==> src/rtl/div_unit.sv <==
`default_nettype none
// ============================================================================
// div_unit : multi-cycle restoring divider for MIPS DIV/DIVU (LO=quo, HI=rem)
// Rev 1.0
// ============================================================================
module div_unit #(
  parameter int WIDTH = 32
) (
  input  logic             clk,
  input  logic             rst,
  input  logic             start,
  input  logic             is_signed,
  input  logic [WIDTH-1:0] dividend,
  input  logic [WIDTH-1:0] divisor,
  output logic             busy,
  output logic             done,
  output logic [WIDTH-1:0] lo,
  output logic [WIDTH-1:0] hi,
  output logic             div_by_zero
);

  localparam int CW = (WIDTH > 1) ? $clog2(WIDTH) : 1;
  localparam logic [CW-1:0]    CNT_LAST = CW'(WIDTH - 1);
  localparam logic [WIDTH-1:0] MIN_NEG  = {1'b1, {(WIDTH-1){1'b0}}};

  typedef enum logic [1:0] {
    S_IDLE = 2'd0,
    S_RUN  = 2'd1,
    S_FIX  = 2'd2,
    S_DONE = 2'd3
  } state_t;

  state_t           state_q;
  logic             busy_q, done_q, dbz_q;
  logic [WIDTH-1:0] lo_q, hi_q;
  logic [WIDTH-1:0] quo_q, rem_q, dvs_q, dvd_raw_q;
  logic [CW-1:0]    cnt_q;
  logic             neg_quo_q, neg_rem_q, zero_q, ovf_q;

  logic             neg_a, neg_b;
  logic [WIDTH-1:0] dvd_mag, dvs_mag;
  logic [WIDTH:0]   trial;
  logic [WIDTH-1:0] rem_d, quo_d;

  always_comb begin
    neg_a   = is_signed & dividend[WIDTH-1];
    neg_b   = is_signed & divisor[WIDTH-1];
    dvd_mag = neg_a ? (~dividend + 1'b1) : dividend;
    dvs_mag = neg_b ? (~divisor + 1'b1) : divisor;
    // One extra bit: the shifted remainder can reach 2*divisor-1.
    trial   = {rem_q, quo_q[WIDTH-1]} - {1'b0, dvs_q};
    rem_d   = trial[WIDTH] ? {rem_q[WIDTH-2:0], quo_q[WIDTH-1]} : trial[WIDTH-1:0];
    quo_d   = {quo_q[WIDTH-2:0], ~trial[WIDTH]};
  end

  always_ff @(posedge clk) begin
    if (rst) begin
      state_q   <= S_IDLE;
      busy_q    <= 1'b0;
      done_q    <= 1'b0;
      dbz_q     <= 1'b0;
      lo_q      <= '0;
      hi_q      <= '0;
      quo_q     <= '0;
      rem_q     <= '0;
      dvs_q     <= '0;
      dvd_raw_q <= '0;
      cnt_q     <= '0;
      neg_quo_q <= 1'b0;
      neg_rem_q <= 1'b0;
      zero_q    <= 1'b0;
      ovf_q     <= 1'b0;
    end else begin
      case (state_q)
        S_IDLE: begin
          done_q <= 1'b0;
          if (start) begin
            state_q   <= S_RUN;
            busy_q    <= 1'b1;
            dbz_q     <= 1'b0;
            quo_q     <= dvd_mag;
            rem_q     <= '0;
            dvs_q     <= dvs_mag;
            dvd_raw_q <= dividend;
            cnt_q     <= '0;
            neg_quo_q <= neg_a ^ neg_b;
            neg_rem_q <= neg_a;
            zero_q    <= (divisor == '0);
            ovf_q     <= is_signed && (dividend == MIN_NEG) && (divisor == '1);
          end
        end
        S_RUN: begin
          rem_q <= rem_d;
          quo_q <= quo_d;
          cnt_q <= cnt_q + 1'b1;
          if (cnt_q == CNT_LAST) state_q <= S_FIX;
        end
        S_FIX: begin
          if (zero_q) begin
            lo_q  <= '1;
            hi_q  <= dvd_raw_q;
            dbz_q <= 1'b1;
          end else if (ovf_q) begin
            lo_q <= MIN_NEG;
            hi_q <= '0;
          end else begin
            lo_q <= neg_quo_q ? (~quo_q + 1'b1) : quo_q;
            hi_q <= neg_rem_q ? (~rem_q + 1'b1) : rem_q;
          end
          done_q  <= 1'b1;
          state_q <= S_DONE;
        end
        S_DONE: begin
          done_q  <= 1'b0;
          busy_q  <= 1'b0;
          state_q <= S_IDLE;
        end
        default: state_q <= S_IDLE;
      endcase
    end
  end

  assign busy        = busy_q;
  assign done        = done_q;
  assign lo          = lo_q;
  assign hi          = hi_q;
  assign div_by_zero = dbz_q;

endmodule
`default_nettype wire

==> config.mk <==
export PLATFORM = sky130hd
export DESIGN_NAME = div_unit
export DESIGN_NICKNAME = d
export VERILOG_FILES = /design/src/rtl/div_unit.sv
export SDC_FILE = /design/constraint.sdc
export NUM_CORES = 1
export LEC_CHECK = 0
export ABC_AREA = 1
export CAP_MARGIN = 20
export CORE_MARGIN = 8
export CORE_UTILIZATION = 64
export CTS_CLUSTER_DIAMETER = 40
export DETAILED_ROUTE_END_ITERATION = 12
export HOLD_SLACK_MARGIN = 0.15
export PLACE_DENSITY = 0.95
export SKIP_CTS_REPAIR_TIMING = 1
export SLEW_MARGIN = 20
export SYNTH_ARGS = -nofsm -noshare
export SYNTH_HDL_FRONTEND = slang
export SYNTH_SLANG_ARGS = --single-unit
==> constraint.sdc <==
create_clock -name clk -period 5.1 [get_ports clk]
set_input_delay 1.02 -clock clk [delete_from_list [all_inputs] [get_ports clk]]
set_output_delay 1.02 -clock clk [all_outputs]
set_load 0.05 [all_outputs]
==> results_dict.tcl <==
set metrics [dict create \
    status "finished, final reports clean" \
    portBuffers 134 \
    avgSynthCellArea_um2 6.182 \
    avgViaCountPerCell 6.138 \
    cts.sinks 206 \
    postLayoutSetupSlackWorst_ns 2.056 \
    cp.required_ns 5.51 \
    min_period_ns 3.044 \
    die_w_um 168.1 \
    yosysWarnings 0 \
    pwr_density_cell_nw_per_um2 522.1 \
    synth_largest_area_cell "dfxtp_1" \
    rsz0062_at_grt "no" \
    grt_pass1_vias 16085 \
    worst_clock_skew_ns 0.02551 \
    vdd_drop_max_uv 360.7 \
    synth_area_um2 14810 \
    synth_edf_count 0 \
    max_freq_ghz 0.3285 \
    drt-initial-drc-count 2346 \
    synth.area.top_cells "dfxtp_1 28%, nand2_1 15%, a21oi_1 8.9%" \
    ios 135 \
    core-area_um2 22710 \
    first_pass_iters 7 \
    synthXorXnorAreaFrac_pct 2.069 \
    initial_core_util_pct 65.23 \
    yosysSeqAreaShare_pct 27.84 \
    drive_above_1_share_pct 8.197 \
    dp_worst_setup_slack_ns 1.738 \
    wl_mm 52.71 \
    dieArea_um2 28270 \
    worst_slew_pin_slew_ns 0.9909 \
    worstPathCellList "inv_1 -> ha_1 -> buf_4 -> inv_1 -> buf_4 -> o21ai_1 -> buf_4 -> inv_2 -> buf_12 -> a21oi_1 -> o21ai_0 -> a21oi_1" \
    critPathArrivalTime_ns 3.45 \
    grt_max_degree 97 \
    setup_viol 0 \
    crit_family "buffers and inverters" \
    max_stage_delay_ns 0.57 \
    grt_util_all_layers_pct 36.18 \
    root_buffer "clkbuf_16" \
    ys_dominant_reg_cell "dfxtp_1" \
    num_vias 17106 \
    stdcell_area_um2 17300 \
    final-hold-violation-count 0 \
    syn_nets 2509 \
    dp_hpwl_mm 38.60 \
    ys_types 50 \
    crit_buf_inv 7 \
    fp-row-count 55 \
    synthMuxAreaShare_pct 0 \
    ys_seq_elements 206 \
    path_class "reg -> reg" \
    hp-class "reg -> reg" \
    synth_fa_ha_area_share_pct 3.852 \
    antenna_found_initial 1 \
    relSlewSlack_pct 33.85 \
    ff2ff_path_depth 12 \
    clock_path_buffers 3 \
    synth_top_cells_by_count "583 x nand2_1, 320 x inv_1, 262 x a21oi_1" \
    gp_congestion 1.030 \
    synth.top_cell.area_share_pct 27.84 \
    wire_per_inst_um 18.91 \
    clk_latency_ns 0.57 \
    ctsHtreeMaxLevel 1 \
    synth_top_family_by_area "simple AND/OR/NAND/NOR gates" \
    area_growth_pct 16.76 \
    yosysMostFrequentCell "nand2_1" \
    synthSimpleGateAreaFrac_pct 34.58 \
    syn_inst 2396 \
    drv_cap 0 \
    tns_ns 0 \
    holdPathStages 2 \
    clk_pin_slew_ns 0.06 \
    cts_buffers 31 \
    cp-end-kind "flip-flop" \
    die_height_um 168.1 \
    cts_tree "done" \
    grt_pass1_wl_mm 83.80 \
    async_flop_share_pct 0 \
    fill_cells 1796 \
    place_area_um2 16180 \
    synth_compound_area_share_pct 20.03 \
    critPathMaxFanout 47 \
    grt_overflow_total 0 \
    finalCritPeriodShare_pct 59.69 \
    fin_nets 2589 \
    p_leak_nw 8.055 \
    crit_slowest_cell "inv_2" \
    crit_top_cell "buf_4" \
    slew_viol_final 0 \
    critPathLaunchType "flip-flop" \
    crit_cells 12 \
    ant_nets 0 \
    drc_errors 0 \
]
## worst paths after layout
path | start | to | slack (ns)
max | state_q[1] | quo_q[27] | 2.06
min | quo_q[24] | quo_q[24] | 0.47
max reg2reg | state_q[1] | quo_q[27] | 2.06
min reg2reg | quo_q[24] | quo_q[24] | 0.47
## worst min-delay path: cells and delay by family, from the launching register on
kind | cells | cell delay, ns
AOI/OAI and AO/OA | 1 | 0.06
DFF | 1 | 0.31
and+or+nand+nor | 1 | 0.06
## logic make-up after synthesis
family / Yosys count
AOI/OAI and AO/OA: 543
DFF: 206
xor gates and xnor gates: 35
adders and majority gates: 45
and+or+nand+nor: 1132
buffers and inverters: 435
## per-layer routing
| metal | vias to the layer above | share of wire [%] | GRT usage (%) |
|---|---|---|---|
| met5 | - | 0 | 0 |
| met4 | 0 | 7.7 | 24.42 |
| met3 | 253 | 11 | 6.244 |
| met2 | 1103 | 43 | 55.71 |
| met1 | 7744 | 39 | 45.82 |
| li1 | 8006 | - | - |
## state kept, by name, summed over array words and instances (netlist names)
name and cells:
cnt_q 5, zero_q 1, lo 32, dvd_raw_q 32, busy 1, done 1
dvs_q 32, hi 32, quo_q 32, state_q 2, neg_rem_q 1, ovf_q 1
neg_quo_q 1, div_by_zero 1, rem_q 32
## placed cells by master, fill, tap and decap left out, types with 9 or more instances in the layout
cell type and n:
o21ai_1 12, nand3_1 194, ha_1 43, nor2_2 9, xor2_1 24, nand3b_1 16
nand2_2 34, nand2_1 583, nor3_1 37, inv_1 317, nor2_1 166, dfxtp_1 206
nand3_2 25, nand4_1 32, o21ai_0 190, a21oi_2 23, a21oi_1 262, inv_2 12
xnor2_1 11, clkdlybuf4s50_1 133, buf_4 16, o211ai_1 23, inv_6 9, clkbuf_16 31
## per-stage QoR
stage	utilization (%)	cells	hold WS, ns	power [W]
4_1_cts	76.15	2786	0.4676	0.008922
3_5_place_dp	71.27	2728	0.4530	0.006636
5_1_grt	76.16	2787	0.4877	0.009506
6_report	76.16	2787	0.4663	0.009029
3_3_place_gp	71.25	2728	0.4349	0.006528
2_1_floorplan	-	2396	0.4426	0.005356
## area by class of cell
| cell class | instances | area, µm² | share of cell area [%] |
|---|---|---|---|
| clock inverters | 24 | 291.5 | 1.686 |
| clock buffers | 34 | 817.0 | 4.724 |
| inverters | 332 | 1246 | 7.205 |
| multi-input cells | 1755 | 8986 | 51.96 |
| repair buffers | 150 | 1471 | 8.508 |
| flip-flops and latches | 206 | 4124 | 23.84 |
| diodes | 1 | 2.502 | 0.01447 |
| well taps | 285 | 356.6 | 2.062 |
## power by group
part | switching [W] | internal (W)
clock | 0.000896 | 0.00135
sequential | 0.000338 | 0.00203
combinational | 0.00311 | 0.00130
total | 0.00435 | 0.00468
Power figures use the tool's default switching activity.
